$ cat src/rtl/vga_capture.sv
// VGA-style video sink: measures line and frame timing, locks onto it, then
// writes each active pixel into a linear framebuffer at address y*HSIZE + x.
module vga_capture #(
  parameter int   WIDTH = 12,
  parameter int   HSIZE = 800,
  parameter int   VSIZE = 600,
  parameter logic HSPP  = 1'b1,
  parameter logic VSPP  = 1'b1
) (
  input  logic             clk,
  input  logic             reset,
  input  logic             hsync,
  input  logic             vsync,
  input  logic             data_enable,
  input  logic [7:0]       red,
  input  logic [7:0]       green,
  input  logic [7:0]       blue,
  output logic             wr_en,
  output logic [18:0]      wr_addr,
  output logic [31:0]      wr_data,
  output logic [WIDTH-1:0] x,
  output logic [WIDTH-1:0] y,
  output logic [WIDTH-1:0] h_total,
  output logic [WIDTH-1:0] v_total,
  output logic             locked,
  output logic             frame_done,
  output logic             err
);

  typedef enum logic [1:0] {SEEK, MEASURE, LOCKED} state_t;

  localparam logic [WIDTH-1:0] L_ONE   = WIDTH'(1);
  localparam logic [WIDTH-1:0] L_HSIZE = WIDTH'(HSIZE);
  localparam logic [WIDTH-1:0] L_VSIZE = WIDTH'(VSIZE);
  localparam logic [18:0]      L_HSTEP = 19'(HSIZE);

  state_t           r_state;
  logic             r_hs, r_vs, r_de;
  logic             r_hsPrev, r_vsPrev, r_dePrev;
  logic [23:0]      r_rgb;
  logic [WIDTH-1:0] r_lc, r_vc;
  logic [WIDTH-1:0] r_px, r_py;
  logic [WIDTH-1:0] r_hTotal, r_vTotal;
  logic [18:0]      r_addr, r_lineBase;
  logic             r_hStarted, r_hLatched, r_skipH;
  logic             r_wrEn;
  logic [18:0]      r_wrAddr;
  logic [31:0]      r_wrData;
  logic [WIDTH-1:0] r_x, r_y;
  logic             r_locked, r_frameDone, r_err;

  logic w_hEdge, w_vEdge, w_deFall, w_lcSat;
  logic w_hMis, w_vMis, w_fail, w_capture;

  // Every pin is registered once; the "Prev" copies give the edge history.
  always_ff @(posedge clk) begin
    if (reset) begin
      r_hs     <= ~HSPP;
      r_vs     <= ~VSPP;
      r_de     <= 1'b0;
      r_hsPrev <= ~HSPP;
      r_vsPrev <= ~VSPP;
      r_dePrev <= 1'b0;
      r_rgb    <= 24'h0;
    end else begin
      r_hs     <= hsync;
      r_vs     <= vsync;
      r_de     <= data_enable;
      r_hsPrev <= r_hs;
      r_vsPrev <= r_vs;
      r_dePrev <= r_de;
      r_rgb    <= {red, green, blue};
    end
  end

  assign w_hEdge  = (r_hs == HSPP) && (r_hsPrev != HSPP);
  assign w_vEdge  = (r_vs == VSPP) && (r_vsPrev != VSPP);
  assign w_deFall = r_dePrev && !r_de;
  assign w_lcSat  = &r_lc;

  // The first hsync edge after a vsync edge is never compared against h_total.
  assign w_hMis    = w_hEdge && !w_vEdge && !r_skipH && (r_lc != r_hTotal);
  assign w_vMis    = w_vEdge && (r_vc != r_vTotal);
  assign w_fail    = (r_state == LOCKED) && (w_hMis || w_vMis || w_lcSat);
  assign w_capture = (r_state == LOCKED) && !w_fail && r_de &&
                     (r_px < L_HSIZE) && (r_py < L_VSIZE);

  always_ff @(posedge clk) begin
    if (reset) begin
      r_lc <= '0;
      r_vc <= '0;
    end else begin
      if (w_hEdge) begin
        r_lc <= L_ONE;
      end else if (!w_lcSat) begin
        r_lc <= r_lc + L_ONE;
      end
      if (w_vEdge) begin
        r_vc <= '0;
      end else if (w_hEdge && !(&r_vc)) begin
        r_vc <= r_vc + L_ONE;
      end
    end
  end

  // Line base accumulates HSIZE per line so a short line still lands on y*HSIZE.
  always_ff @(posedge clk) begin
    if (reset) begin
      r_px       <= '0;
      r_py       <= '0;
      r_addr     <= '0;
      r_lineBase <= '0;
    end else begin
      if (w_hEdge) begin
        r_px <= '0;
      end else if (r_de && !(&r_px)) begin
        r_px <= r_px + L_ONE;
      end
      if (w_vEdge) begin
        r_py       <= '0;
        r_addr     <= '0;
        r_lineBase <= '0;
      end else if (w_deFall) begin
        if (!(&r_py)) begin
          r_py <= r_py + L_ONE;
        end
        if (r_py < L_VSIZE) begin
          r_lineBase <= r_lineBase + L_HSTEP;
          r_addr     <= r_lineBase + L_HSTEP;
        end
      end else if (w_capture) begin
        r_addr <= r_addr + 19'd1;
      end
    end
  end

  always_ff @(posedge clk) begin
    if (reset) begin
      r_state     <= SEEK;
      r_hStarted  <= 1'b0;
      r_hLatched  <= 1'b0;
      r_skipH     <= 1'b0;
      r_hTotal    <= '0;
      r_vTotal    <= '0;
      r_locked    <= 1'b0;
      r_frameDone <= 1'b0;
      r_err       <= 1'b0;
    end else begin
      r_frameDone <= 1'b0;
      r_err       <= 1'b0;
      if (w_vEdge) begin
        r_skipH <= 1'b1;
      end else if (w_hEdge) begin
        r_skipH <= 1'b0;
      end
      case (r_state)
        SEEK: begin
          r_locked <= 1'b0;
          if (w_vEdge && !w_lcSat) begin
            r_state    <= MEASURE;
            r_hStarted <= 1'b0;
            r_hLatched <= 1'b0;
          end
        end
        MEASURE: begin
          if (w_lcSat) begin
            r_state <= SEEK;
          end else if (w_vEdge) begin
            if (r_hLatched) begin
              r_vTotal <= r_vc;
              r_locked <= 1'b1;
              r_state  <= LOCKED;
            end else begin
              r_state <= SEEK;
            end
          end else if (w_hEdge) begin
            if (!r_hStarted) begin
              r_hStarted <= 1'b1;
            end else if (!r_hLatched) begin
              r_hTotal   <= r_lc;
              r_hLatched <= 1'b1;
            end
          end
        end
        LOCKED: begin
          if (w_vEdge) begin
            r_frameDone <= 1'b1;
          end
          if (w_fail) begin
            r_locked <= 1'b0;
            r_err    <= 1'b1;
            r_state  <= SEEK;
          end
        end
        default: begin
          r_locked <= 1'b0;
          r_state  <= SEEK;
        end
      endcase
    end
  end

  always_ff @(posedge clk) begin
    if (reset) begin
      r_wrEn   <= 1'b0;
      r_wrAddr <= '0;
      r_wrData <= '0;
      r_x      <= '0;
      r_y      <= '0;
    end else begin
      r_wrEn <= w_capture;
      if (w_capture) begin
        r_wrAddr <= r_addr;
        r_wrData <= {8'h00, r_rgb};
        r_x      <= r_px;
        r_y      <= r_py;
      end
    end
  end

  assign wr_en      = r_wrEn;
  assign wr_addr    = r_wrAddr;
  assign wr_data    = r_wrData;
  assign x          = r_x;
  assign y          = r_y;
  assign h_total    = r_hTotal;
  assign v_total    = r_vTotal;
  assign locked     = r_locked;
  assign frame_done = r_frameDone;
  assign err        = r_err;

endmodule

$ cat config.mk
export PLATFORM = sky130hd
export DESIGN_NAME = vga_capture
export DESIGN_NICKNAME = d
export VERILOG_FILES = /design/src/rtl/vga_capture.sv
export SDC_FILE = /design/constraint.sdc
export NUM_CORES = 1
export LEC_CHECK = 0
export BUFFER_PORTS_ARGS = -buffer_cell sky130_fd_sc_hd__buf_4
export CAP_MARGIN = 10
export CORE_MARGIN = 1
export CORE_UTILIZATION = 25
export DETAILED_ROUTE_END_ITERATION = 8
export SYNTH_ARGS = -nofsm -noshare
export SYNTH_HDL_FRONTEND = slang
export SYNTH_SLANG_ARGS = --single-unit
$ cat constraint.sdc
create_clock -name clk -period 2.95 [get_ports clk]
set_clock_uncertainty 0.15 [all_clocks]
set_input_delay 0.885 -clock clk [delete_from_list [all_inputs] [get_ports clk]]
set_output_delay 0.885 -clock clk [all_outputs]
set_load 0.005 [all_outputs]
[Word level (Yosys, flattened, before mapping)]
Index checks and enable logic that the tools add are counted.
Storage, ports and cells
  register bits after elaboration: 216
  bits of input ports: 29
  logic and storage cells: 132
Operators by class
  add/sub/neg operators: 6
  $lt $le $gt $ge: 2
  equal/unequal tests: 15
  muxes and demuxes: 30
  bitwise logic cells: 7
  reduce and logical (&&, ||, !) cells: 44
Operators with widths (count)
  $mux 19: 3
  $add 12x1->12 const B: 4
  $reduce_and 12->1: 4
  $lt 12x10->1 const B: 2
  $ne 12x12->1: 2
  $add 19x1->19 const B: 1
  $add 19x10->19 const B: 1
  $mux 1: 18
  $ne 2x2->1 const B: 9
  $logic_and 1x1->1: 15
  $reduce_and 6->1: 2
  $mux 2: 5
  $reduce_and 4->1: 2
  $logic_not 1->1: 7
  $not 1->1: 7
  $pmux 1 s2: 3
  $pmux 2 s3: 1
  $reduce_and 2->1: 3
  $reduce_bool 2->1: 3
  $reduce_or 2->1: 3
  $reduce_and 5->1: 1
  $ne 3x3->1 const B: 1
  $reduce_and 3->1: 1
  $eq 2x1->1 const B: 1
  other kinds (4): 5

[Logic depth before layout (Yosys ltp)]
Gate-level depths: netlist (run 1).
  depth in word-level cells: 16
  mapped depth: 9
  depth with buffers taken out: 7

[Worst setup path after synthesis (run 1)]
Ideal clock, no wire load.
  kind: register to register
  start: register r_lc[0]
  end: register r_vTotal[4], in the netlist v_total[4]
  library setup time: 128 ps
  data arrival time: 1952 ps
  path slack: 721 ps
  cell stages (with the launch flop): 9
  path buffers: 2
  period minus slack after synthesis: 2229 ps
  path through: dfxtp_1 -> ha_1 -> nand4_1 -> nor3_1 -> buf_2 -> nor4_2 -> buf_4 -> mux2i_1 -> nor2_1
On the way
  cells in the longest elaborated chain, start to end: 3
Ends and longest elaborated chain
  start: declaration: line 41  | logic [WIDTH-1:0] r_lc, r_vc;
  start signal: assignment: line 96  | r_lc <= r_lc + L_ONE;
  $reduce_and 12->1: line 79  | assign w_lcSat = &r_lc;
  $not 1->1 (no source line)
  $reduce_and 4->1 (no source line)
  end signal: assignment: line 170  | r_vTotal <= r_vc;
  end: declaration: line 43  | logic [WIDTH-1:0] r_hTotal, r_vTotal;
No other way between the ends.
A chain may end at the register's enable or synchronous reset.

[Worst setup path after layout (run 1)]
  start: register r_lc[0]
  end: register r_addr[9]
On the way
  cells in the longest elaborated chain, start to end: 12
Ends and longest elaborated chain
  $ne 12x12->1: line 82  | assign w_hMis = w_hEdge && !w_vEdge && !r_skipH && (r_lc != r_hTotal);
  $logic_and 1x1->1: line 82
  $logic_or 1x1->1: line 84  | assign w_fail = (r_state == LOCKED) && (w_hMis || w_vMis || w_lcSat);
  $logic_or 1x1->1 (*): line 84
  $logic_and 1x1->1 (*): line 84
  $logic_not 1->1 (*): line 85  | assign w_capture = (r_state == LOCKED) && !w_fail && r_de &&
  $logic_and 1x1->1 (*) (3 in series): line 85
  $logic_and 1x1->1 (*): line 86  | (r_px < L_HSIZE) && (r_py < L_VSIZE);
  $reduce_bool 2->1 (no source line) (*)
  $reduce_and 2->1 (no source line) (*)
  end signal: assignment: line 129  | r_addr <= r_lineBase + L_HSTEP;
  end signal: assignment: line 132  | r_addr <= r_addr + 19'd1;
  end: declaration: line 44  | logic [18:0] r_addr, r_lineBase;
Mark *: on every way between the ends. The rest lies on a longest branch, timed or not.

==> results of run 1 <==
-- area by class of cell --
| cell class | instances | area [sq um] | area share, % |
|---|---|---|---|
| clock buffers | 37 | 751 | 6.80 |
| inverters | 6 | 22.5 | 0.204 |
| repair buffers | 151 | 1150 | 10.4 |
| well taps | 455 | 569 | 5.16 |
| multi-input cells | 753 | 4270 | 38.6 |
| flip-flops and latches | 211 | 4220 | 38.3 |
| clock inverters | 7 | 60.1 | 0.544 |
-- logic make-up (layout without fill, tap and decap cells) --
group	Yosys count	in the layout
multiplexers	27	27
AO/OA/AOI/OAI	166	166
flip-flops	211	211
adder cells (fa/ha/maj)	6	6
buffers and inverters	80	201
AND/OR/NAND/NOR	460	460
XOR/XNOR	86	86
other	1	8
-- stage by stage --
stage | power [uW] | instances | worst slack, ns
final | 6110 | 1620 | 0.397
after floorplan | 3110 | 1044 | 0.721
after detailed placement | 3190 | 1576 | 0.411
after CTS | 6200 | 1620 | 0.422
after global routing | 6340 | 1620 | 0.216
after global placement | 3190 | 1576 | 0.435
-- placed cells by master (no fill, tap or decap), types with 2 or more instances in the layout --
| cell | netlist | routed |
|---|---|---|
| dfxtp_1 | 211 | 211 |
| nand2_1 | 175 | 175 |
| buf_4 | 9 | 150 |
| nor2_1 | 105 | 105 |
| a21oi_1 | 97 | 97 |
| xnor2_1 | 54 | 54 |
| nor2b_1 | 36 | 36 |
| xor2_1 | 32 | 32 |
| nand4_1 | 31 | 31 |
| nand3_1 | 31 | 31 |
| o21ai_0 | 27 | 27 |
| mux2i_1 | 27 | 27 |
| nor3_1 | 26 | 26 |
| clkbuf_16 | 0 | 25 |
| or3_1 | 11 | 11 |
| nor4_1 | 11 | 11 |
| conb_1 | 1 | 8 |
| clkbuf_8 | 0 | 8 |
| nand2b_1 | 8 | 7 |
| and2_1 | 7 | 7 |
| and3_1 | 7 | 7 |
| inv_1 | 6 | 6 |
| o31ai_1 | 6 | 6 |
| ha_1 | 6 | 6 |
| clkinv_2 | 0 | 6 |
| and4_1 | 5 | 5 |
| a211oi_1 | 5 | 5 |
| o2bb2ai_1 | 4 | 4 |
| clkbuf_1 | 47 | 4 |
| a21o_1 | 2 | 2 |
| a211o_1 | 2 | 2 |
| a22oi_1 | 2 | 2 |
| o22ai_1 | 2 | 2 |
| nand3b_1 | 2 | 2 |
| o211ai_1 | 2 | 2 |
| a31oi_1 | 2 | 2 |
-- report_power, final --
group          internal (uW)  switching, uW
combinational           87.9            131
sequential              2890           23.9
clock                   1830           1150
total                   4800           1310
-- how the worst min path moves through the flow --
stage,slack (ns),startpoint,to,depth (start not counted)
after floorplan,0.27,r_rgb[0],wr_data[0],2
after global placement,0.27,r_rgb[17],wr_data[17],2
after detailed placement,0.28,r_rgb[2],wr_data[2],2
after CTS,0.29,r_rgb[2],wr_data[2],2
after global routing,0.30,r_rgb[2],wr_data[2],2
final,0.29,r_rgb[2],wr_data[2],2
-- layer usage --
metal / GRT usage, % / up-vias
met1: 15.6 / 3399
met3: 3.50 / 31
met4: 2.51 / 4
li1: - / 3727
met2: 19.2 / 153
met5: 0 / -
-- worst max-delay path, delay by kind of cell (launching register included) --
| family | cells | cell delay (ns) |
|---|---|---|
| AND/OR/NAND/NOR | 2 | 0.48 |
| flip-flops | 1 | 0.33 |
| adder cells (fa/ha/maj) | 1 | 0.22 |
| AO/OA/AOI/OAI | 4 | 1.23 |
-- flip-flops by register name, summed over array words and instances (netlist names), 2 cells and up --
| register | count |
|---|---|
| r_state | 2 |
| x | 12 |
| wr_addr | 19 |
| r_lineBase | 14 |
| r_rgb | 24 |
| r_lc | 12 |
| h_total | 12 |
| r_vc | 12 |
| r_addr | 19 |
| r_px | 12 |
| wr_data | 24 |
| r_py | 12 |
| y | 12 |
| v_total | 12 |
==> results.py, run 1 <==
metrics = {
    "clock_tree": {
        "cts_tree": "yes",
        "root_buffer": "clkbuf_16",
        "clockBufferDepth": 3,
        "clkSinkCount": 211,
        "cts.repair.resized": 0,
        "clk_latency_ns": 0.51,
        "cts.clk_slew.worst_paths_ns": 0.06,
        "cts_buffers": 25,
        "cts_setup_buffers": 0,
        "ctsHtreeMaxLevel": 1,
        "hold_buffers": 0,
    },
    "synth": {
        "synth_fa_ha_area_share_pct": 0.850,
        "synth-simple-area-share_pct": 24.2,
        "yosysSeqAreaShare_pct": 47.8,
        "synth_cells": 1037,
        "synth-compound-area-share_pct": 11.1,
        "synth.area.top_cells": "dfxtp_1 (48%), nand2_1 (7.4%), a21oi_1 (5.5%)",
        "synthXorXnorAreaFrac_pct": 8.53,
        "synthDominantCellAreaShare_pct": 47.8,
        "ys_ff_latch": 211,
        "synth_top_family_by_area": "simple AND/OR/NAND/NOR gates",
        "yosysMostFrequentCell": "dfxtp_1",
        "post_synth_most_frequent_cells": "dfxtp_1 (211), nand2_1 (175), nor2_1 (105)",
        "synth_area_sq_um": 8830,
        "synth-main-ff-cell": "dfxtp_1",
        "synth-async-reset-ratio_pct": 0,
        "synth.avg_cell_area_sq_um": 8.52,
        "synth_edf_count": 0,
        "ys_warn_count": 0,
        "synth_top_cell_by_area": "dfxtp_1",
        "synthMuxAreaShare_pct": 3.06,
        "ys_types": 54,
    },
    "floorplanning": {
        "die_w_um": 190,
        "rows": 68,
        "io-pin-count": 132,
        "fp.coreArea_sq_um": 34600,
        "initial_core_util_pct": 25.5,
        "die_height_um": 190,
        "fp.dieArea_sq_um": 36100,
    },
    "detailed_routing": {
        "dr.max_layer_used": "met5",
        "dr.pass1.iters": 5,
        "viasPerCell": 4.51,
        "dr.first_iter.drc_count": 311,
        "dr_wl_met3_mm": 1.67,
        "drc_errors": 0,
        "vias": 7314,
        "wl_met2_mm": 9.91,
        "wl_mm": 22.0,
        "wire_per_inst_um": 13.6,
        "postRouteAntennaNets": 0,
        "met1_length_mm": 10.0,
    },
    "final_layout": {
        "diodes": 0,
        "final.fill_count": 3645,
        "fin_util_pct": 31.9,
        "syn2layout_area_growth_pct": 24.9,
        "fin_area_sq_um": 11000,
        "nNetsFinal": 1183,
        "drive_gt1_share_pct": 17.2,
    },
    "timing": {
        "fin_tns_setup_ns": 0,
        "slew_headroom_pct": 44.4,
        "rsz0062_at_grt": "no",
        "fin_crit_sh_pct": 86.5,
        "holdWs_ns": 0.285,
        "hold_viol": 0,
        "finalSetupViolCount": 0,
        "tightest_slew_ns": 0.833,
        "slew_viol_final": 0,
        "min_period_ns": 2.55,
        "fmax_mhz": 392,
    },
    "global_route": {
        "globalRouteOverflowTotal": 0,
        "antenna_found_initial": 2,
        "gr-usage-all-layers_pct": 11.9,
        "grt_pass1_vias": 6860,
        "grt_max_degree": 80,
        "grt_pass1_wl_mm": 35.8,
    },
    "critical_path": {
        "rr_endpoint": "r_addr[9]",
        "critPathLaunchType": "register",
        "critPathMaxStageDelay_ns": 0.65,
        "cp-end-kind": "register",
        "r2r_start": "r_lc[0]",
        "required_ns": 3.16,
        "crit_fanout": 6,
        "path_cells": "ha_1, nand4_1, nor3_1, a21oi_1, o2111a_2, o21ai_0, o22ai_1",
        "reg2reg_setup_slack_ns": 0.40,
        "crit_arrival_ns": 2.76,
        "reg2reg_depth": 7,
        "endpoint": "r_addr[9]",
        "crit_type": "reg2reg",
        "crit_start": "r_lc[0]",
        "cp_slowest_cell": "o21ai_0",
    },
    "pwr": {
        "peakVddDrop_mv": 0.395,
        "power_density_nw_per_um2": 554,
        "p_leak_uw": 0.00395,
    },
    "place": {
        "place_congestion": 0.793,
        "postPlaceCellArea_sq_um": 10200,
        "post-dp-hpwl_mm": 15.6,
        "port_buffers": 123,
    },
    "hold_path": {
        "hp-class": "reg2reg",
    },
    "job": {
        "maxCapViolations": 0,
    },
    "run_status": {
        "status": "finished clean",
    },
}
Note: power is estimated with default switching activity, not from simulation.
==> run 2: changes to the inputs <==
CORE_UTILIZATION = 51   (was 25)
PLACE_DENSITY = 0.75   (was default)
clock period = 2.2 ns   (was 2.95 ns; I/O delays follow)
==> results.py, run 2 (same netlist as run 1, synthesis figures left out) <==
metrics = {
    "run_status": {
        "status": "finished with violations",
        "violations": "negative setup slack",
    },
    "detailed_routing": {
        "wl_mm": 21.8,
        "dr.pass1.iters": 4,
        "wire_per_inst_um": 14.9,
        "drc_errors": 0,
        "dr.first_iter.drc_count": 479,
        "postRouteAntennaNets": 0,
        "vias": 7843,
        "viasPerCell": 5.36,
    },
    "timing": {
        "min_period_ns": 2.27,
        "slew_viol_final": 0,
        "hold_viol": 0,
        "fin_crit_sh_pct": 103,
        "slew_headroom_pct": 38.9,
        "finalSetupViolCount": 35,
        "fin_ws_ns": -0.0687,
        "tightest_slew_ns": 0.913,
        "rsz0062_at_grt": "yes",
        "holdWs_ns": 0.219,
        "fmax_mhz": 441,
    },
    "floorplanning": {
        "fp.dieArea_sq_um": 17900,
        "initial_core_util_pct": 52.7,
        "io-pin-count": 132,
        "die_height_um": 134,
        "die_w_um": 134,
        "rows": 47,
        "fp.coreArea_sq_um": 16800,
    },
    "pwr": {
        "power_density_nw_per_um2": 686,
        "peakVddDrop_mv": 0.569,
        "p_leak_uw": 0.00444,
    },
    "clock_tree": {
        "cts_tree": "yes",
        "ctsHtreeMaxLevel": 1,
        "clk_latency_ns": 0.50,
        "clockBufferDepth": 3,
        "clkSinkCount": 211,
        "root_buffer": "clkbuf_16",
        "hold_buffers": 0,
        "cts_buffers": 22,
        "cts.clk_slew.worst_paths_ns": 0.06,
    },
    "global_route": {
        "grt_max_degree": 130,
        "globalRouteOverflowTotal": 0,
        "gr-usage-all-layers_pct": 23.3,
        "grt_pass1_wl_mm": 34.9,
        "grt_pass1_vias": 7246,
        "antenna_found_initial": 1,
    },
    "final_layout": {
        "diodes": 0,
        "nNetsFinal": 1261,
        "layout_common_cells": "buf_4 (210), dfxtp_1 (207), nand2_1 (166)",
        "fin_util_pct": 69.8,
        "final_common_cell": "buf_4",
        "final.fill_count": 1304,
        "syn2layout_area_growth_pct": 32.4,
        "drive_gt1_share_pct": 25.9,
    },
    "hold_path": {
        "min-delay-start": "blue[1]",
        "hp-class": "in2reg",
    },
    "critical_path": {
        "cp_slowest_cell": "dfxtp_1",
        "crit_type": "reg2reg",
        "crit_arrival_ns": 2.54,
        "crit_start": "r_lc[4]",
        "cp-end-kind": "register",
        "worst-path-buf-inv": 4,
        "crit_fanout": 6,
        "cpLargestDelayFamily": "buffers and inverters",
        "critPathMaxStageDelay_ns": 0.31,
        "critPathLaunchType": "register",
        "required_ns": 2.48,
        "path_cells": "buf_4, xnor2_2, nand4_1, nor3_2, buf_4, o2111a_2, buf_6, o21ai_2, buf_6, o22ai_2",
        "r2r_start": "r_lc[4]",
    },
    "place": {
        "post-place-ws_ns": -0.227,
        "post-dp-hpwl_mm": 14.2,
        "port_buffers": 123,
        "place_congestion": 0.834,
    },
    "job": {
        "maxCapViolations": 0,
    },
}
==> run 2: power breakdown <==
| group | switching [uW] | leakage [uW] | internal (uW) |
|---|---|---|---|
| registers | 29.2 | 0.00171 | 3870 |
| clock network | 1500 | 0.000366 | 2290 |
| logic | 196 | 0.00236 | 145 |
==> run 2: cell type report <==
cell class | count | area [sq um] | share of cell area [%]
well taps | 220 | 275 | 2.35
multi-input cells | 753 | 4480 | 38.3
inverters | 6 | 22.5 | 0.193
repair buffers | 232 | 1940 | 16.6
clock buffers | 32 | 649 | 5.55
flip-flops and latches | 211 | 4230 | 36.2
clock inverters | 8 | 96.3 | 0.824
==> run 2: path summary, 6_finish.rpt <==
path | endpoint | cells after the start | slack [ns]
worst max-delay path | r_addr[9] | 10 | -0.07
worst min-delay path | r_rgb[1] | 2 | 0.22
worst max register to register | r_addr[9] | 10 | -0.07
worst min register to register | wr_data[21] | 2 | 0.28
==> run 2: worst reg2reg max path, stage by stage, from the launching register on <==
cell and delay (ns):
dfxtp_1 0.31, buf_4 0.16, xnor2_2 0.15, nand4_1 0.14
nor3_2 0.26, buf_4 0.19, o2111a_2 0.26, buf_6 0.15
o21ai_2 0.08, buf_6 0.19, o22ai_2 0.16
==> run 2: timing repair <==
action                                 CTS  global route
setup endpoints to repair              100            98
gates cloned                             0             4
gates resized for setup                 13            64
endpoints found under the hold margin    0             0
buffers inserted                         3             7
pin swaps                                7            37
==> run 2: stage by stage <==
| stage | instances | power [uW] | setup TNS, ns | instance area (sq um) |
|---|---|---|---|---|
| 3_3_place_gp | 1409 | 4290 | -9.90 | 10500 |
| 6_report | 1462 | 8020 | -1.24 | 11700 |
| 5_1_grt | 1462 | 8300 | -9.65 | 11700 |
| 2_1_floorplan | 1044 | 4170 | 0 | 8870 |
| 3_5_place_dp | 1409 | 4300 | -13.71 | 10500 |
| 4_1_cts | 1451 | 8070 | -1.49 | 11300 |
==> run 2: per-layer routing <==
layer  global-route usage (%)  vias up  wire, um
met4                     6.94        2       429
li1                         -     3886         -
met5                        0        -        13
met3                     5.44       42      1350
met2                     38.0      216     10300
met1                     30.7     3697      9710
==> run 3: changes to the inputs <==
ABC_AREA = 1   (was default)
CORE_UTILIZATION = 52   (was 51)
PLACE_DENSITY = 0.77   (was 0.75)
==> results.py, run 3 <==
metrics = {
    "run_status": {
        "status": "finished clean",
    },
    "clock_tree": {
        "ctsHtreeMaxLevel": 1,
        "root_buffer": "clkbuf_16",
        "clk_latency_ns": 0.51,
        "hold_buffers": 0,
        "clockBufferDepth": 3,
        "cts.clk_slew.worst_paths_ns": 0.06,
        "clkSinkCount": 211,
        "cts_buffers": 22,
        "cts_tree": "yes",
    },
    "pwr": {
        "peakVddDrop_mv": 0.523,
        "p_leak_uw": 0.00496,
        "power_density_nw_per_um2": 722,
        "p_comb_share_pct": 4.8,
        "clockPowerShare_pct": 47.5,
        "power.internal_uw": 6440,
        "power_switching_uw": 1790,
        "swShare_pct": 21.7,
        "p_seq_share_pct": 47.6,
    },
    "synth": {
        "synth_area_sq_um": 9050,
        "ys_ff_latch": 211,
        "ys_warn_count": 0,
        "synth-main-ff-cell": "dfxtp_1",
        "ys_types": 42,
        "post_synth_most_frequent_cells": "nor2_1 (231), dfxtp_1 (211), nand2_1 (190)",
        "synth_edf_count": 0,
        "synth.avg_cell_area_sq_um": 7.16,
        "synth_cells": 1264,
        "synth-async-reset-ratio_pct": 0,
        "synth_top_cell_by_area": "dfxtp_1",
        "synthDominantCellAreaShare_pct": 46.6,
        "yosysSeqAreaShare_pct": 46.6,
        "yosysMostFrequentCell": "nor2_1",
        "synth.area.top_cells": "dfxtp_1 (47%), nor2_1 (9.6%), nand2_1 (7.9%)",
    },
    "detailed_routing": {
        "wire_per_inst_um": 13.7,
        "dr.pass1.iters": 6,
        "viasPerCell": 5.10,
        "dr.first_iter.drc_count": 561,
        "wl_mm": 22.5,
        "vias": 8423,
        "postRouteAntennaNets": 0,
        "drc_errors": 0,
    },
    "global_route": {
        "gr-usage-all-layers_pct": 23.4,
        "grt_max_degree": 50,
        "globalRouteOverflowTotal": 0,
        "grt_pass1_wl_mm": 35.1,
        "antenna_found_initial": 0,
        "grt_pass1_vias": 7582,
    },
    "floorplanning": {
        "rows": 47,
        "io-pin-count": 132,
        "fp.dieArea_sq_um": 17900,
        "die_w_um": 134,
        "initial_core_util_pct": 53.8,
        "fp.coreArea_sq_um": 16800,
        "die_height_um": 134,
    },
    "place": {
        "post-dp-hpwl_mm": 14.6,
        "place_congestion": 0.882,
        "dp_cells": 1596,
        "post-place-ws_ns": 0.0432,
        "port_buffers": 123,
    },
    "timing": {
        "fin_ws_ns": 0.0360,
        "tightest_slew_ns": 0.552,
        "slew_viol_final": 0,
        "finalSetupViolCount": 0,
        "fmax_mhz": 462,
        "hold_viol": 0,
        "min_period_ns": 2.16,
        "rsz0062_at_grt": "yes",
        "fin_crit_sh_pct": 98.4,
        "fin_tns_setup_ns": 0,
        "holdWs_ns": 0.214,
        "slew_headroom_pct": 62.9,
    },
    "job": {
        "maxCapViolations": 0,
    },
    "final_layout": {
        "syn2layout_area_growth_pct": 25.8,
        "layout_common_cells": "nor2_1 (227), dfxtp_1 (204), nand2_1 (188)",
        "final_cells": 1650,
        "nNetsFinal": 1450,
        "fin_util_pct": 67.7,
        "diodes": 0,
        "final_common_cell": "nor2_1",
        "drive_gt1_share_pct": 17.9,
    },
    "critical_path": {
        "required_ns": 2.43,
        "cp_slowest_cell": "dfxtp_1",
        "path_cells": "inv_2, nand2_1, nand2_1, nand2_1, nor2_1, nand3_2, a21oi_4, buf_4, nand4_2, buf_4, buf_4, nand3_1, a21oi_1",
        "critPathMaxStageDelay_ns": 0.35,
        "cp-end-kind": "register",
        "crit_type": "reg2reg",
        "critPathLaunchType": "register",
        "crit_arrival_ns": 2.40,
        "crit_fanout": 5,
    },
    "hold_path": {
        "hp-class": "in2reg",
    },
}
run 3: worst max-delay path: cells and delay by family, from the launching register on:
kind                   cells  cell delay [ns]
DFF                        1             0.35
and+or+nand+nor            7             0.69
AOI/OAI and AO/OA          2             0.29
buffers and inverters      4             0.56
run 3: power groups by stage:
stage | Combinational [uW] | Sequential, uW | Clock (uW)
3_5_place_dp | 382 | 4000 | 0
6_report | 397 | 3920 | 3910
2_1_floorplan | 259 | 3990 | 0
5_1_grt | 451 | 3920 | 4110
3_3_place_gp | 375 | 4000 | 0
4_1_cts | 385 | 3920 | 3960
run 3: path summary, 6_finish.rpt:
kind,cells past startpoint,slack [ns],from,end
hold reg to reg,2,0.29,r_hs,r_hsPrev
hold / removal,3,0.21,blue[4],r_rgb[4]
setup reg to reg,13,0.04,r_vc[1],r_addr[1]
setup / recovery,13,0.04,r_vc[1],r_addr[1]
run 3: timing repair:
item | in CTS | in global routing
buffers inserted | 0 | 8
setup endpoints to repair | 0 | 102
gates resized for setup | 0 | 37
run 3: logic make-up (layout without fill, tap and decap cells):
logic type	count (synthesis)	after routing	share of synthesized area (%)
AOI/OAI and AO/OA	244	244	14.0
xor gates and xnor gates	33	33	3.19
adders and majority gates	6	6	0.829
buffers and inverters	226	384	10.3
DFF	211	211	46.6
other	1	8	0.0414
and+or+nand+nor	543	544	25.0
run 3: final cells by class:
cell class | count | area (sq um)
Fill cell | 1423 | 5430
Sequential cell | 211 | 4230
Multi-Input combinational cell | 835 | 3980
Timing Repair Buffer | 176 | 1500
Inverter | 169 | 641
Clock buffer | 28 | 604
Tap cell | 220 | 275
Clock inverter | 11 | 158
run 3: per-stage QoR:
stage | total power, uW | instance area, sq um
after floorplan | 4250 | 9080
after global placement | 4370 | 10300
after detailed placement | 4380 | 10300
after CTS | 8260 | 11100
after global routing | 8480 | 11400
final | 8220 | 11400
run 3: layer usage:
metal | global-route usage [%] | vias up | routed length [um]
met2 | 39.2 | 232 | 10800
li1 | - | 4333 | -
met1 | 31.9 | 3830 | 10200
met5 | 0 | - | 0
met4 | 6.06 | 0 | 323
met3 | 2.99 | 28 | 1210
